$ cat src/rtl/addsub_chunked_n.sv
// addsub_chunked_n -- multi-cycle add/subtract, CHUNK bits per clock.
//
// A WIDTH-bit add or subtract is split into N = WIDTH/CHUNK slices. One slice
// is computed per clock, and the carry is held in a register between slices,
// so the combinational carry chain is only CHUNK bits deep.
//
// Ports
//   i_clk    clock, rising edge
//   i_rst    synchronous active-high reset
//   i_start  request; accepted only in IDLE or DONE
//   i_a      operand A (WIDTH)
//   i_b      operand B (WIDTH)
//   i_mgate  0 = add (a+b+cin), 1 = subtract (a-b-cin)
//   i_cin    carry-in for add, borrow-in for subtract
//   o_sum    registered result (WIDTH); changes only at commit
//   o_cout   final raw carry (for subtract, 1 = no borrow)
//   o_ovf    signed overflow of the last result
//   o_busy   high while an operation is running
//   o_done   one-cycle pulse when o_sum/o_cout/o_ovf are updated
//
// Build option
//   ADDSUB_SAT_EN  When defined, o_sum saturates to the signed limit on
//                  overflow. o_cout and o_ovf still report the raw values.
module addsub_chunked_n #(
   parameter int WIDTH = 16,
   parameter int CHUNK = 4
) (
   input  logic             i_clk,
   input  logic             i_rst,
   input  logic             i_start,
   input  logic [WIDTH-1:0] i_a,
   input  logic [WIDTH-1:0] i_b,
   input  logic             i_mgate,
   input  logic             i_cin,
   output logic [WIDTH-1:0] o_sum,
   output logic             o_cout,
   output logic             o_ovf,
   output logic             o_busy,
   output logic             o_done
);

   localparam int N  = WIDTH / CHUNK;
   localparam int CW = (N > 1) ? $clog2(N) : 1;
   localparam logic [CW-1:0] LAST = CW'(N - 1);

   localparam logic [1:0] S_IDLE = 2'd0;
   localparam logic [1:0] S_RUN  = 2'd1;
   localparam logic [1:0] S_DONE = 2'd2;

   logic [1:0]       r_state;
   logic [WIDTH-1:0] r_a;       // shifts right one slice per RUN cycle
   logic [WIDTH-1:0] r_b;       // already inverted for subtract
   logic             r_a_msb;   // sign bits kept for the overflow test
   logic             r_b_msb;
   logic             r_c;
   logic [WIDTH-1:0] r_s;       // shadow result, fills from the top down
   logic [CW-1:0]    r_cnt;
   logic [WIDTH-1:0] r_sum;
   logic             r_cout;
   logic             r_ovf;

   logic [CHUNK:0]   w_slice;
   logic [WIDTH-1:0] w_s_next;
   logic             w_ovf;
   logic [WIDTH-1:0] w_sum_commit;
   logic             w_accept;

   // The low slice of the shifting operands is always the one being worked on.
   assign w_slice = {1'b0, r_a[CHUNK-1:0]} + {1'b0, r_b[CHUNK-1:0]}
                  + {{CHUNK{1'b0}}, r_c};

   // Each new slice enters at the top and earlier slices move down, so after
   // N cycles slice 0 sits in the low bits.
   generate
      if (N == 1) begin : g_single
         assign w_s_next = w_slice[CHUNK-1:0];
      end else begin : g_multi
         assign w_s_next = {w_slice[CHUNK-1:0], r_s[WIDTH-1:CHUNK]};
      end
   endgenerate

   assign w_ovf = (r_a_msb == r_b_msb) && (w_s_next[WIDTH-1] != r_a_msb);

`ifdef ADDSUB_SAT_EN
   // On overflow the sign of A gives the direction: a positive A clips high.
   assign w_sum_commit = !w_ovf ? w_s_next :
                         r_a_msb ? {1'b1, {(WIDTH-1){1'b0}}}
                                 : {1'b0, {(WIDTH-1){1'b1}}};
`else
   assign w_sum_commit = w_s_next;
`endif

   assign w_accept = i_start && ((r_state == S_IDLE) || (r_state == S_DONE));

   always_ff @(posedge i_clk) begin
      if (i_rst) begin
         r_state <= S_IDLE;
         r_a     <= '0;
         r_b     <= '0;
         r_a_msb <= 1'b0;
         r_b_msb <= 1'b0;
         r_c     <= 1'b0;
         r_s     <= '0;
         r_cnt   <= '0;
         r_sum   <= '0;
         r_cout  <= 1'b0;
         r_ovf   <= 1'b0;
      end else begin
         case (r_state)
            S_RUN: begin
               r_a   <= r_a >> CHUNK;
               r_b   <= r_b >> CHUNK;
               r_c   <= w_slice[CHUNK];
               r_s   <= w_s_next;
               r_cnt <= r_cnt + CW'(1);
               if (r_cnt == LAST) begin
                  r_sum   <= w_sum_commit;
                  r_cout  <= w_slice[CHUNK];
                  r_ovf   <= w_ovf;
                  r_state <= S_DONE;
               end
            end
            default: begin
               if (w_accept) begin
                  // Subtract is done as a + ~b + ~borrow.
                  r_a     <= i_a;
                  r_b     <= i_b ^ {WIDTH{i_mgate}};
                  r_a_msb <= i_a[WIDTH-1];
                  r_b_msb <= i_b[WIDTH-1] ^ i_mgate;
                  r_c     <= i_mgate ? ~i_cin : i_cin;
                  r_cnt   <= '0;
                  r_state <= S_RUN;
               end else begin
                  r_state <= S_IDLE;
               end
            end
         endcase
      end
   end

   assign o_sum  = r_sum;
   assign o_cout = r_cout;
   assign o_ovf  = r_ovf;
   assign o_busy = (r_state == S_RUN);
   // DONE always lasts exactly one cycle, so the pulse is the state itself.
   assign o_done = (r_state == S_DONE);

endmodule
$ cat config.mk
export PLATFORM = sky130hd
export DESIGN_NAME = addsub_chunked_n
export DESIGN_NICKNAME = d
export VERILOG_FILES = /design/src/rtl/addsub_chunked_n.sv
export SDC_FILE = /design/constraint.sdc
export NUM_CORES = 1
export LEC_CHECK = 0
export ABC_AREA = 1
export BUFFER_PORTS_ARGS = -buffer_cell sky130_fd_sc_hd__buf_4
export CAP_MARGIN = 0
export CELL_PAD_IN_SITES_DETAIL_PLACEMENT = 1
export CELL_PAD_IN_SITES_GLOBAL_PLACEMENT = 1
export CORE_MARGIN = 5
export CORE_UTILIZATION = 43
export DETAILED_ROUTE_END_ITERATION = 10
export PLACE_DENSITY_LB_ADDON = 0.1
export REMOVE_ABC_BUFFERS = 1
export SLEW_MARGIN = 30
export SYNTH_ARGS = -nofsm -noshare
export SYNTH_HDL_FRONTEND = slang
export SYNTH_SLANG_ARGS = --single-unit
$ cat constraint.sdc
create_clock -name i_clk -period 3.2 [get_ports i_clk]
set_input_delay 0 -clock i_clk [delete_from_list [all_inputs] [get_ports i_clk]]
set_output_delay 0 -clock i_clk [all_outputs]
set_load 0.01 [all_outputs]
=== Word-level counts from Yosys, hierarchy flattened ===
Cells that the tools add are included.

* Input bits: 37
* Logic and storage cells: 46
* Register bits: 73
* Output and inout port bits: 20

* Bitwise operators: 4
* Muxes and demuxes: 12
* Equal/unequal tests: 6
* Reduce and logical (&&, ||, !) cells: 8
* Add/subtract/negate cells: 3

{| class="wikitable"
|+ Operators with widths
! operator !! count
|-
| $mux W12 || 4
|-
| $xor A16 B16 Y16 || 1
|-
| $mux W2 || 4
|-
| $add A4 B4 Y5 || 1
|-
| $add A5 B1 Y5 || 1
|-
| $eq A2 B2 Y1 const B || 2
|-
| $mux W1 || 4
|-
| $reduce_and A2 Y1 || 2
|-
| $add A2 B1 Y2 const B || 1
|-
| $eq A2 B1 Y1 const B || 1
|-
| $logic_and A1 B1 Y1 || 2
|-
| $logic_not A2 Y1 || 1
|-
| $ne A2 B1 Y1 const B || 1
|-
| $not A1 Y1 || 2
|-
| $reduce_bool A2 Y1 || 1
|-
| $reduce_or A2 Y1 || 1
|-
| $eq A1 B1 Y1 || 1
|-
| $logic_or A1 B1 Y1 || 1
|-
| $ne A1 B1 Y1 || 1
|-
| $xor A1 B1 Y1 || 1
|}

=== Longest topological paths before layout ===
* Depth after elaboration: 5
* Mapped depth: 9
* Mapped depth without buffers: 9

=== Least setup slack after synthesis ===
OpenSTA, ideal clock, no wires.

* Path kind: register to register
* Start point: reg r_a[0]
* End point: reg r_c
* Period minus slack after synthesis: 1.649 ns
* Data arrival time: 1.579 ns
* Path buffers: 0
* Data required time: 3.130 ns
* Slack: 1.551 ns
* Stages on the path, launching flop included: 9
* Library setup time: 0.070 ns
* Cell sequence: dfxtp_1 > inv_1 > fa_1 > fa_1 > inv_1 > a21oi_1 > nor2_1 > o21ai_0 > a21oi_1

* Word-level cells in the longest chain between the ends: 3

{| class="wikitable"
|+ RTL lines
! what !! line !! RTL
|-
| start: declaration || 51 || <nowiki>logic [WIDTH-1:0] r_a;</nowiki>
|-
| start signal: assignment || 111 || <nowiki>r_a <= r_a >> CHUNK;</nowiki>
|-
| start signal: assignment || 126 || <nowiki>r_a <= i_a;</nowiki>
|-
| $add A4 B4 Y5 || 69 || <nowiki>assign w_slice = {1'b0, r_a[CHUNK-1:0]} + {1'b0, r_b[CHUNK-1:0]}</nowiki>
|-
| $add A5 B1 Y5 || 70 || <nowiki>+ {{CHUNK{1'b0}}, r_c};</nowiki>
|-
| $mux W1 || 109 || <nowiki>case (r_state)</nowiki>
|-
| end signal: assignment || 113 || <nowiki>r_c <= w_slice[CHUNK];</nowiki>
|-
| end signal: assignment || 130 || <nowiki>r_c <= i_mgate ? ~i_cin : i_cin;</nowiki>
|-
| end: declaration || 55 || <nowiki>logic r_c;</nowiki>
|}

No other way between the ends.
A chain may end at the register's enable or synchronous reset.

=== Final worst setup path ===
* Start point: reg r_state[0]
* End point: reg r_a[3]

* Word-level cells in the longest chain between the ends: 4
* Elaborated cells on any way between the ends: 7
* Classes of those cells: 2 x eq/ne; 1 x mux; 4 x reduce/logical

{| class="wikitable"
|+ RTL lines
! what !! line !! RTL
|-
| start: declaration || 50 || <nowiki>logic [1:0] r_state;</nowiki>
|-
| start signal: assignment || 97 || <nowiki>r_state <= S_IDLE;</nowiki>
|-
| start signal: assignment || 120 || <nowiki>r_state <= S_DONE;</nowiki>
|-
| start signal: assignment || 132 || <nowiki>r_state <= S_RUN;</nowiki>
|-
| $eq A2 B2 Y1 or $logic_not A2 Y1 (tied branches) || 93 || <nowiki>assign w_accept = i_start && ((r_state == S_IDLE) || (r_state == S_DONE));</nowiki>
|-
| $logic_or A1 B1 Y1 || 93 ||
|-
| $logic_and A1 B1 Y1 || 93 ||
|-
| $reduce_bool A2 Y1 (no line) || - ||
|}

Parallel ways exist; a longest one is shown, timed or not.

==> out/qor.txt <==
ROUTE
----------------------------------------------------------------------------------------
Drt pass-1 iters                                                                       4
Count of antenna-violating nets left after detailed routing                            0
Post-route DRC                                                                         0
Vias after detailed routing                                                         2575
Drt wl/cell                                                                      14.3 um
Number of vias per cell after detailed routing                                      4.95
Drt total wl                                                                     7440 um
First DRT Iteration DRCs                                                              56

SYNTHESIS
----------------------------------------------------------------------------------------
Most used standard cell by instance count after synthesis                   sky130_fd_sc_hd__nand2_1
Async SR Flop Fraction                                                                 0
Top-area cell type share of the netlist area                                       0.475
Synthesized area per cell                                                     8.05 sq um
Sequential-to-total area share from yosys stat                                     0.475
Mapped cell area                                                            0.00291 sq mm
Top cells by area in the synthesized netlist                                sky130_fd_sc_hd__dfxtp_1, sky130_fd_sc_hd__nand2_1, sky130_fd_sc_hd__inv_1
Flops & latches, synth                                                                69
Count of flip-flops with a built-in enable after synthesis                             0
Yosys cell types                                                                      26
Yosys warning total                                                                    0
Number of cells produced by synthesis                                                361
Biggest area consumer among synthesized cells                               sky130_fd_sc_hd__dfxtp_1
Most used standard cells in the synthesized netlist                         sky130_fd_sc_hd__nand2_1, sky130_fd_sc_hd__dfxtp_1, sky130_fd_sc_hd__inv_1
Commonest register cell after synthesis                                     sky130_fd_sc_hd__dfxtp_1

POWER AND IR DROP
----------------------------------------------------------------------------------------
Comb pwr share                                                                     0.141
Power Internal                                                                 0.00141 W
Leakage power                                                                    1.63 nW
Sw Share                                                                           0.250
Switching power                                                               0.000468 W
Cell Pwr Density                                                             497 mW/mm^2
Final total power                                                              0.00187 W
Sequential Power Share                                                             0.491
Worst IR drop on VDD                                                            0.211 mV
Proportion of power drawn by the clock network                                     0.367

GLOBAL ROUTING
----------------------------------------------------------------------------------------
Number of global-route vias before repair                                           2654
Maximum number of pins on one net before global-route repair                          29
Aggregate global routing overflow                                                      0
Antenna violations before repair                                                       0
All-Layer GR Usage                                                                 0.190
First-pass GRT wire length                                                      12700 um

LAYOUT
----------------------------------------------------------------------------------------
Area grow syn2layout                                                               29.9%
Antenna cell count                                                                     0
Share of final-layout standard cells stronger than drive strength 1                0.209
Net count reported at finish                                                         481
Final instance count without filler cells                                            520
Number of fillers in the final layout                                                809

MIN PATH
----------------------------------------------------------------------------------------
Class of the tightest hold or removal check                                       in2reg
Beginning of the worst hold path                                                  i_b[9]

FLOORPLANNING
----------------------------------------------------------------------------------------
Starting Density                                                                   0.435
Die Y                                                                            92.2 um
Width of the die                                                                 92.2 um
Count of standard-cell rows                                                           30
Count of boundary I/O pins                                                            57
DIE AREA                                                                    0.00850 sq mm
Core area                                                                   0.00668 sq mm

STA
----------------------------------------------------------------------------------------
Relative slew margins                                                              0.567
Worst Max-Slew Pin Slew                                                         0.649 ns
Smallest setup slack after layout                                               0.943 ns
Final number of max-transition violations                                              0
Final worst-path cycle share                                                       0.705
Sum of negative setup slack                                                         0 ns
Setup Skew                                                                     0.0134 ns
Number of endpoints failing setup at the final stage                                   0
RSZ-0062 raised after global routing                                                  no
Hold violation count in the final report                                               0
Period minus WS final                                                            2.26 ns
Peak clock frequency supported by timing                                         443 MHz

CTS
----------------------------------------------------------------------------------------
Maximum level of the CTS H-tree                                                        3
# hold bufs at CTS                                                                    27
Number of gates resized after cts                                                      0
Clock latency of the later-clocked register in the worst-skew pair               0.34 ns
TritonCTS clock tree                                                                done
Num Clock Sinks                                                                       69
Clock root buffer master                                                    sky130_fd_sc_hd__clkbuf_8
Post-CTS Repair Setup Buffers                                                          0
Number of buffers created by CTS                                                       9
Maximum clock path buffer count                                                        2
Worst-path clk slew                                                              0.07 ns

CRITICAL PATH
----------------------------------------------------------------------------------------
Data required time at the worst endpoint                                         3.47 ns
Top fanout value on the critical path                                                 27
Crit path capture type                                                          register
Startpoint of the worst setup timing path                                     r_state[0]
Number of buffers and inverters on the critical path                                   3
Worst setup SP type                                                             register
Ordered list of cells on the worst path                                     inv_2 -> nand2_2 -> nand2_1 -> inv_2 -> nand2_1 -> a31oi_1 -> dlygate4sd3_1
Critical path arrival                                                            2.53 ns
Worst-path cell with the longest stage delay                                sky130_fd_sc_hd__dlygate4sd3_1
R2r startpoint                                                                r_state[0]
Cell family contributing the most delay on the critical path                buffers and inverters
Largest incremental delay on the critical path                                   0.57 ns
Category of the most critical setup path                                         reg2reg

PLACED DESIGN
----------------------------------------------------------------------------------------
Worst setup timing slack at the placement stage                                  1.37 ns
Post-Place Cells                                                                     480
Port Buffer Count                                                                     56
Total half-perimeter wirelength after legalization and detailed placement        4670 um
Weighted congestion reported at the end of routability-driven placement            0.772

JOB
----------------------------------------------------------------------------------------
Max-cap violations                                                                     0

STATUS
----------------------------------------------------------------------------------------
Result of the run                                                           finished, final reports clean

worst register-to-register path, stage by stage, from the launching register on:
cell and delay [ns]:
sky130_fd_sc_hd__dfxtp_1 0.38, sky130_fd_sc_hd__inv_2 0.05, sky130_fd_sc_hd__nand2_2 0.39, sky130_fd_sc_hd__nand2_1 0.17
sky130_fd_sc_hd__inv_2 0.38, sky130_fd_sc_hd__nand2_1 0.12, sky130_fd_sc_hd__a31oi_1 0.15, sky130_fd_sc_hd__dlygate4sd3_1 0.57
metrics by stage:
step | hold WS (ns) | util | instance area (sq um)
2_1_floorplan | 0.0691 | - | 2800
3_5_place_dp | 0.275 | 0.497 | 3320
6_report | 0.0578 | 0.565 | 3770
5_1_grt | 0.0551 | 0.565 | 3770
3_3_place_gp | 0.263 | 0.497 | 3320
4_1_cts | 0.0457 | 0.565 | 3770
state kept, by name, summed over array words and instances (netlist names):
register,cells
o_sum,16
r_a,16
r_b,16
r_s,12
r_cnt,2
r_state,2
o_cout,1
o_ovf,1
r_a_msb,1
r_b_msb,1
r_c,1
cell families after synthesis:
| logic type | share of synthesized area |
|---|---|
| DFF | 0.475 |
| and+or+nand+nor | 0.170 |
| buffers and inverters | 0.0999 |
| xor gates and xnor gates | 0.0512 |
| adders and majority gates | 0.0310 |
| AOI/OAI and AO/OA | 0.173 |
metal layers:
metal | up-vias | routed length [um] | GRT usage
met4 | 0 | 89 | 0.0705
li1 | 1305 | - | -
met3 | 8 | 238 | 0.0418
met2 | 40 | 3890 | 0.343
met5 | - | 0 | 0
met1 | 1222 | 3220 | 0.217
cells in the final DEF (no fill, tap or decap), types with 2 or more instances in the layout:
cell / Yosys / final
sky130_fd_sc_hd__a21oi_1: 19 / 19
sky130_fd_sc_hd__nand2_1: 106 / 106
sky130_fd_sc_hd__clkbuf_8: 0 / 11
sky130_fd_sc_hd__o21ai_1: 2 / 2
sky130_fd_sc_hd__nand3_1: 7 / 7
sky130_fd_sc_hd__nand2_2: 3 / 3
sky130_fd_sc_hd__a31oi_1: 10 / 10
sky130_fd_sc_hd__o21ai_2: 10 / 10
sky130_fd_sc_hd__o211ai_1: 12 / 12
sky130_fd_sc_hd__dfxtp_1: 69 / 69
sky130_fd_sc_hd__buf_4: 3 / 56
sky130_fd_sc_hd__ha_1: 4 / 4
sky130_fd_sc_hd__dlygate4sd3_1: 0 / 27
sky130_fd_sc_hd__o21ai_0: 16 / 16
sky130_fd_sc_hd__fa_1: 2 / 2
sky130_fd_sc_hd__inv_1: 40 / 40
sky130_fd_sc_hd__inv_2: 6 / 6
sky130_fd_sc_hd__xnor2_1: 17 / 17
sky130_fd_sc_hd__nor2_1: 5 / 5
sky130_fd_sc_hd__o22ai_1: 11 / 11
cell type report:
| cell class | instances | area [sq um] | share of cell area |
|---|---|---|---|
| multi-input cells | 228 | 1230 | 0.327 |
| well taps | 80 | 100 | 0.0265 |
| inverters | 47 | 181 | 0.0481 |
| flip-flops and latches | 69 | 1380 | 0.366 |
| repair buffers | 83 | 691 | 0.183 |
| clock buffers | 11 | 151 | 0.0401 |
| clock inverters | 2 | 35.0 | 0.00928 |
final timing paths:
check                  end  slack, ns  depth (start not counted)
setup reg to reg    r_a[3]       0.94                          7
setup / recovery    r_a[3]       0.94                          7
hold / removal      r_b[9]       0.06                          5
hold reg to reg   o_sum[7]       0.46                          2
power groups by stage:
stage	Clock [W]	Sequential, W	Combinational [W]
2_1_floorplan	0	0.000934	0.000146
6_report	0.000689	0.000921	0.000265
5_1_grt	0.000754	0.000926	0.000297
3_3_place_gp	0	0.000939	0.000228
4_1_cts	0.000708	0.000921	0.000266
3_5_place_dp	0	0.000940	0.000236
Note: power is estimated with default switching activity, not from simulation.
